==> src/rtl/fetch_unit.sv <==
// Pipeline front end: owns the PC, drives a single-outstanding imem
// request, and feeds the fetch/decode latch with instructions or bubbles.
module fetch_unit #(
  parameter logic [31:0] RESET_PC = 32'h0000_0000,
  parameter logic [31:0] NOP      = 32'h0000_0000,
  parameter logic [31:0] PC_STEP  = 32'd1
) (
  input  logic        clock,
  input  logic        reset,
  input  logic        stall,
  input  logic        redirect,
  input  logic [31:0] redirect_pc,
  output logic        imem_req,
  output logic [31:0] imem_addr,
  input  logic        imem_ready,
  input  logic        imem_rvalid,
  input  logic [31:0] imem_rdata,
  output logic [31:0] ir_out,
  output logic [31:0] pc_out,
  output logic        valid_out
);

  typedef enum logic [1:0] {
    S_FETCH,
    S_WAIT,
    S_HOLD
  } state_e;

  state_e      state_q, state_d;
  logic [31:0] pc_q, pc_d;
  logic [31:0] req_pc_q, req_pc_d;
  logic        stale_q, stale_d;
  logic [31:0] buf_ir_q, buf_ir_d;
  logic [31:0] buf_pc_q, buf_pc_d;
  logic [31:0] ir_q, ir_d;
  logic [31:0] pc_out_q, pc_out_d;
  logic        valid_q, valid_d;
  logic        rsp_ok;
  logic        accept;

  // A fresh, wanted response in WAIT; only then can we issue back-to-back.
  assign rsp_ok = (state_q == S_WAIT) && imem_rvalid && !stale_q;

  assign imem_req = reset && !redirect &&
                    ((state_q == S_FETCH) || (rsp_ok && !stall));
  assign imem_addr = pc_q;
  assign accept    = imem_req && imem_ready;

  assign ir_out    = ir_q;
  assign pc_out    = pc_out_q;
  assign valid_out = valid_q;

  always_comb begin
    state_d  = state_q;
    pc_d     = pc_q;
    req_pc_d = req_pc_q;
    stale_d  = stale_q;
    buf_ir_d = buf_ir_q;
    buf_pc_d = buf_pc_q;
    ir_d     = ir_q;
    pc_out_d = pc_out_q;
    valid_d  = valid_q;

    if (accept) begin
      req_pc_d = pc_q;
      pc_d     = pc_q + PC_STEP;
    end

    if (!stall) begin
      ir_d    = NOP;
      valid_d = 1'b0;
    end

    if (redirect) begin
      pc_d    = redirect_pc;
      ir_d    = NOP;
      valid_d = 1'b0;
      unique case (state_q)
        S_WAIT: begin
          if (imem_rvalid) begin
            stale_d = 1'b0;
            state_d = S_FETCH;
          end else begin
            stale_d = 1'b1;
          end
        end
        default: state_d = S_FETCH;
      endcase
    end else begin
      unique case (state_q)
        S_FETCH: begin
          if (accept) state_d = S_WAIT;
        end
        S_WAIT: begin
          if (imem_rvalid && stale_q) begin
            stale_d = 1'b0;
            state_d = S_FETCH;
          end else if (rsp_ok && !stall) begin
            ir_d     = imem_rdata;
            pc_out_d = req_pc_q;
            valid_d  = 1'b1;
            state_d  = accept ? S_WAIT : S_FETCH;
          end else if (rsp_ok) begin
            buf_ir_d = imem_rdata;
            buf_pc_d = req_pc_q;
            state_d  = S_HOLD;
          end
        end
        S_HOLD: begin
          if (!stall) begin
            ir_d     = buf_ir_q;
            pc_out_d = buf_pc_q;
            valid_d  = 1'b1;
            state_d  = S_FETCH;
          end
        end
        default: state_d = S_FETCH;
      endcase
    end
  end

  always_ff @(posedge clock or negedge reset) begin
    if (!reset) begin
      state_q  <= S_FETCH;
      pc_q     <= RESET_PC;
      req_pc_q <= '0;
      stale_q  <= 1'b0;
      buf_ir_q <= '0;
      buf_pc_q <= '0;
      ir_q     <= NOP;
      pc_out_q <= '0;
      valid_q  <= 1'b0;
    end else begin
      state_q  <= state_d;
      pc_q     <= pc_d;
      req_pc_q <= req_pc_d;
      stale_q  <= stale_d;
      buf_ir_q <= buf_ir_d;
      buf_pc_q <= buf_pc_d;
      ir_q     <= ir_d;
      pc_out_q <= pc_out_d;
      valid_q  <= valid_d;
    end
  end

endmodule

==> config.mk <==
export PLATFORM = sky130hd
export DESIGN_NAME = fetch_unit
export DESIGN_NICKNAME = d
export VERILOG_FILES = /design/src/rtl/fetch_unit.sv
export SDC_FILE = /design/constraint.sdc
export NUM_CORES = 1
export LEC_CHECK = 0
export CORE_MARGIN = 5
export CORE_UTILIZATION = 52
export CTS_CLUSTER_DIAMETER = 50
export DETAILED_ROUTE_END_ITERATION = 16
export MAX_ROUTING_LAYER = met4
export PLACE_DENSITY = 0.8
export SLEW_MARGIN = 20
export SYNTH_ARGS = -nofsm -noshare
export SYNTH_HDL_FRONTEND = slang
export SYNTH_SLANG_ARGS = --single-unit
==> constraint.sdc <==
create_clock -name clock -period 2.5 [get_ports clock]
set_input_delay 0.5 -clock clock [delete_from_list [all_inputs] [get_ports clock]]
set_output_delay 0.5 -clock clock [all_outputs]
set_load 0.05 [all_outputs]
### Yosys cells after proc, flatten, opt, wreduce, memory -nomap -nowiden

Cells that the tools add are included.

| storage, ports and cells | value |
|---|---|
| flip-flop bits (word level) | 196 |
| output and inout bits | 98 |
| ROM bits | 0 |
| latch bits | 0 |
| bits in writable memories | 0 |
| memories kept | 0 |

| cells by class | value |
|---|---|
| order comparisons | 0 |
| multipliers | 0 |
| shifts and indexed selects | 0 |
| div/mod/pow operators | 0 |
| $add $sub $neg | 1 |
| muxes and demuxes | 33 |
| bitwise gates (word level) | 3 |
| equality and inequality tests | 9 |
| reduce and logical (&&, ||, !) cells | 19 |

Operators with widths:

| operator | number |
|---|---|
| 32-bit two-way mux | 10 |
| 32-bit case mux with 2 select lines | 2 |
| 32-bit by 1-bit adder with 32-bit output, second input constant | 1 |
| 2-bit two-way mux | 8 |
| 1-bit two-way mux | 11 |
| 5-bit AND reduction | 2 |
| 3-bit inequality test, second input constant | 3 |
| 1-bit logical AND | 7 |
| 2-bit case mux with 3 select lines | 1 |
| 2-bit nonzero test | 3 |
| 5-bit by 3-bit inequality test with 1-bit output, second input constant | 1 |
| 2-bit inequality test, second input constant | 2 |
| 4-bit AND reduction | 1 |
| 1-bit zero test | 3 |
| 1-bit inverter | 3 |
| 2-bit by 1-bit equality test with 1-bit output, second input constant | 1 |
| 2-bit equality test, second input constant | 1 |
| 2-bit zero test | 1 |
| 2-bit by 1-bit inequality test with 1-bit output, second input constant | 1 |
| 1-bit case mux with 2 select lines | 1 |
| 2-bit AND reduction | 1 |
| 1-bit logical OR | 1 |

### Depth between registers and ports, before layout

| depth | value |
|---|---|
| word-level depth | 12 |
| gate-level depth with buffers | 10 |

### Worst setup path before layout

OpenSTA, ideal clock, no wires.

| timing path | value |
|---|---|
| path type | flip-flop to flip-flop |
| start point | reg pc_q[0], in the netlist imem_addr[0] |
| end point | reg pc_q[22], in the netlist imem_addr[22] |
| setup slack | 0.139 ns |
| setup time | 0.125 ns |
| cell stages (with the launch flop) | 8 |
| path buffers | 1 |
| data arrival time | 2.237 ns |
| clock period less this slack | 2.361 ns |
| required time | 2.375 ns |
| path through | dfrtp_1 -> ha_1 -> nand3_1 -> or4_4 -> buf_6 -> nor3_1 -> xor2_1 -> mux2_2 |

| between the ends | value |
|---|---|
| word-level cells in the longest chain between the ends | 3 |

Ends and longest elaborated chain:

| what | RTL line | text |
|---|---|---|
| start, declared | 30 | `logic [31:0] pc_q, pc_d;` |
| start signal, assigned | 135 | `pc_q <= pc_d;` |
| 32-bit by 1-bit adder with 32-bit output | 66 | `pc_d = pc_q + PC_STEP;` |
| 32-bit two-way mux | 64 | `if (accept) begin` |
| 32-bit two-way mux | 74 | `if (redirect) begin` |

No other way between the ends. The select of a mux whose other input is x is not followed.
A chain may end at the register's enable or synchronous reset.

### Final worst setup path

| timing path | value |
|---|---|
| start point | reg state_q[1] |
| end point | out imem_req |

| between the ends | value |
|---|---|
| word-level cells in the longest chain between the ends | 6 |
| elaborated cells between the ends (all ways) | 7 |

Ends and longest elaborated chain:

| what | RTL line | text |
|---|---|---|
| start, declared | 29 | `state_e state_q, state_d;` |
| start signal, assigned | 134 | `state_q <= state_d;` |
| 2-bit by 1-bit equality test with 1-bit output | 42 | `assign rsp_ok = (state_q == S_WAIT) && imem_rvalid && !stale_q;` |
| 1-bit logical AND (2 in series) | 42 |  |
| 1-bit logical AND | 45 | `((state_q == S_FETCH) \|\| (rsp_ok && !stall));` |
| 1-bit logical OR (*) | 45 |  |
| 1-bit logical AND (*) | 44 | `assign imem_req = reset && !redirect &&` |
| end, declared | 13 | `output logic imem_req,` |

Every way passes the cells marked *; elsewhere a longest branch is shown, timed or not.

==> results.py <==
metrics = {
    "power": {
        "p_comb_share_pct": 30.7,
        "total_power_w": 0.0101,
        "share_clk_of_total_power_pct": 27.1,
        "power.density_nw_per_um2": 889,
        "leakage_nw": 4.83,
        "switching_share_pct": 35.2,
        "irDropWorstVdd_mv": 0.635,
        "power_frac_seq_pct": 42.2,
        "p_int_w": 0.00656,
        "switching_power_w": 0.00356,
    },
    "sta": {
        "fin_skew_ns": 0.00648,
        "rsz0062_at_grt": "no",
        "setup_violations": 0,
        "relSlewSlack_pct": 45.9,
        "hold_viol_final": 0,
        "fin_setup_tns_ns": 0,
        "fin_crit_ns": 2.38,
        "max_clock_freq_mhz": 421,
        "holdWs_ns": 0.230,
        "finalMaxSlewViolations": 0,
        "timing.final.crit_share_pct": 95.1,
        "worstMarginPinSlew_ns": 0.811,
    },
    "clocking": {
        "worstSkewPairLatency_ns": 0.43,
        "cts_buffer_depth": 2,
        "cts-root-buf": "clkbuf_16",
        "cts_buffers": 17,
        "cts_tree": "done",
        "cts.sinks": 196,
        "htreeDepth": 4,
        "clkSlewWorstSetupHoldPaths_ns": 0.07,
    },
    "critical_path": {
        "r2r_slack_ns": 0.28,
        "timing.setup.critical_path_class": "reg -> out",
        "ff2ff_path_depth": 8,
        "worst-endpoint-required_ns": 2.00,
        "setup.worst_path.start_class": "flip-flop",
        "arrival_ns": 1.88,
        "end_kind": "primary output",
        "cp_max_fo": 7,
    },
    "yosys": {
        "yosysWarnings": 0,
        "synthCells": 728,
        "ys_seq_elements": 196,
        "avgSynthCellArea_um2": 12.0,
        "seq_area_frac_synth_pct": 56.0,
        "synth_fp_nets": 802,
        "synth_area_um2": 8760,
        "synth.top_cells.by_count": "dfrtp_1, mux2_2, nor2_1",
        "synth_edf_count": 0,
        "yosys.area.top_type_share_pct": 56.0,
        "synth.most_common_cell": "dfrtp_1",
        "netlist_top_cells_area": "dfrtp_1, mux2_2, mux2i_1",
        "synth_top_area_cell": "dfrtp_1",
        "ys_types": 42,
        "synthArstFlopShare_pct": 100,
        "ys.flop_type": "dfrtp_1",
    },
    "route": {
        "firstDrtPassIters": 4,
        "vias_per_cell": 5.62,
        "drt-total-wl_um": 21000,
        "wl_per_cell_um": 18.6,
        "route.detailed.drc": 0,
        "drt-initial-drc-count": 404,
        "vias": 6342,
        "ant_nets": 0,
    },
    "global_route": {
        "grt_max_degree": 133,
        "grt_pass1_wl_um": 34800,
        "grt_pass1_vias": 6576,
        "track_usage_pct": 22.6,
        "gr-total-overflow": 0,
        "antenna_found_initial": 0,
    },
    "final_layout": {
        "antenna_cells": 0,
        "syn2layout_area_growth_pct": 30.0,
        "drive_gt1_share_pct": 19.4,
        "num-fill-cells": 1281,
        "nNetsFinal": 969,
    },
    "placement": {
        "dp_hpwl_um": 14100,
        "place_congestion": 0.793,
        "port_buffers": 167,
    },
    "floorplan": {
        "dieArea_um2": 19500,
        "ios": 168,
        "die_w_um": 140,
        "num_rows": 47,
        "start_util_pct": 52.8,
        "die_h_um": 140,
        "core-area_um2": 16600,
    },
    "flow_run": {
        "drv_cap": 0,
    },
    "hold_path": {
        "min_path_type": "in -> async",
    },
    "run_status": {
        "status": "finished clean",
    },
}
-- cell type report --
| cell class | count | area (um2) | share of cell area [%] |
|---|---|---|---|
| clock buffers | 21 | 470 | 4.13 |
| clock inverters | 11 | 126 | 1.11 |
| inverters | 9 | 33.8 | 0.297 |
| multi-input cells | 474 | 3590 | 31.5 |
| flip-flops and latches | 196 | 4900 | 43.1 |
| well taps | 220 | 275 | 2.42 |
| repair buffers | 197 | 1990 | 17.4 |
-- path summary, 6_finish.rpt --
path,start,to
max,state_q[1],imem_req
min,reset,imem_addr[2]
max reg2reg,state_q[0],pc_out[7]
min reg2reg,buf_ir_q[8],buf_ir_q[8]
max in group asynchronous,reset,buf_ir_q[14]
min in group clock,buf_ir_q[8],buf_ir_q[8]
-- critical path: stages (launching register included) --
cell	delay, ns
dfrtp_1	0.37
inv_1	0.07
ha_2	0.21
and4bb_2	0.25
buf_4	0.15
o211a_1	0.24
buf_12	0.16
-- power groups by stage --
| stage | Combinational [W] | Clock, W | Sequential (W) |
|---|---|---|---|
| 5_1_grt | 0.00329 | 0.00292 | 0.00436 |
| 4_1_cts | 0.00313 | 0.00280 | 0.00427 |
| 3_5_place_dp | 0.00312 | 0 | 0.00432 |
| 2_1_floorplan | 0.000923 | 0 | 0.00531 |
| 6_report | 0.00310 | 0.00274 | 0.00427 |
| 3_3_place_gp | 0.00304 | 0 | 0.00429 |
-- layout by cell type, fill, tap and decap left out, types with 2 or more instances in the layout --
master / count
a21oi_1: 36
clkdlybuf4s50_1: 163
nor4_2: 6
clkinvlp_4: 4
ha_2: 2
a22o_1: 32
clkbuf_8: 4
and3_1: 3
nand2_1: 40
xor2_1: 11
dfrtp_1: 196
xnor2_1: 20
nand4_1: 10
nand3_1: 10
o21ai_0: 24
o21ai_1: 8
bufinv_16: 2
and2_1: 2
inv_1: 8
buf_12: 7
nor3_1: 8
ha_1: 2
clkbuf_16: 17
and4_1: 5
nor4_1: 5
nor2_4: 2
mux2_1: 7
nor2_1: 68
mux2_2: 93
clkinv_4: 2
buf_4: 25
nor4_4: 2
a22oi_1: 33
clkinv_2: 2
mux2i_1: 33
-- timing repair --
action	4_1_cts	5_1_grt
hold buffers	0	0
setup buffers	1	0
pin swaps	1	0
resized for setup	1	2
setup endpoints to repair	33	1
-- routing by layer --
metal  vias to the layer above  share of wire (%)  global-route usage (%)
met5                         -                  0                       -
met4                         0                1.8                    6.22
met3                        24                4.7                    4.84
met2                       160                 49                    35.7
met1                      3218                 45                    30.0
li1                       2940                  -                       -
-- flip-flops by register name (all words and copies together), names as in the netlist --
register / flops
buf_ir_q: 32
buf_pc_q: 32
imem_addr: 32
ir_out: 32
pc_out: 32
req_pc_q: 32
stale_q: 1
state_q: 2
valid_out: 1
-- per-stage QoR --
stage / worst slack (ns) / utilization, % / instance area (um2) / cells
after global routing: 0.000248 / 68.7 / 11400 / 1128
after global placement: -0.214 / 65.0 / 10800 / 1095
after floorplan: 0.139 / - / 8760 / 728
after detailed placement: -0.290 / 65.0 / 10800 / 1095
after CTS: 0.0143 / 68.6 / 11400 / 1128
final: 0.124 / 68.7 / 11400 / 1128
-- cell families after synthesis --
logic type,after synthesis,synth area share [%]
compound gates,139,10.8
fa+ha+maj,4,0.571
flops,196,56.0
simple gates,167,9.62
xor+xnor,31,3.10
buf+inv,58,3.36
mux,133,16.6
No activity file was read; power rests on OpenSTA's default activity.
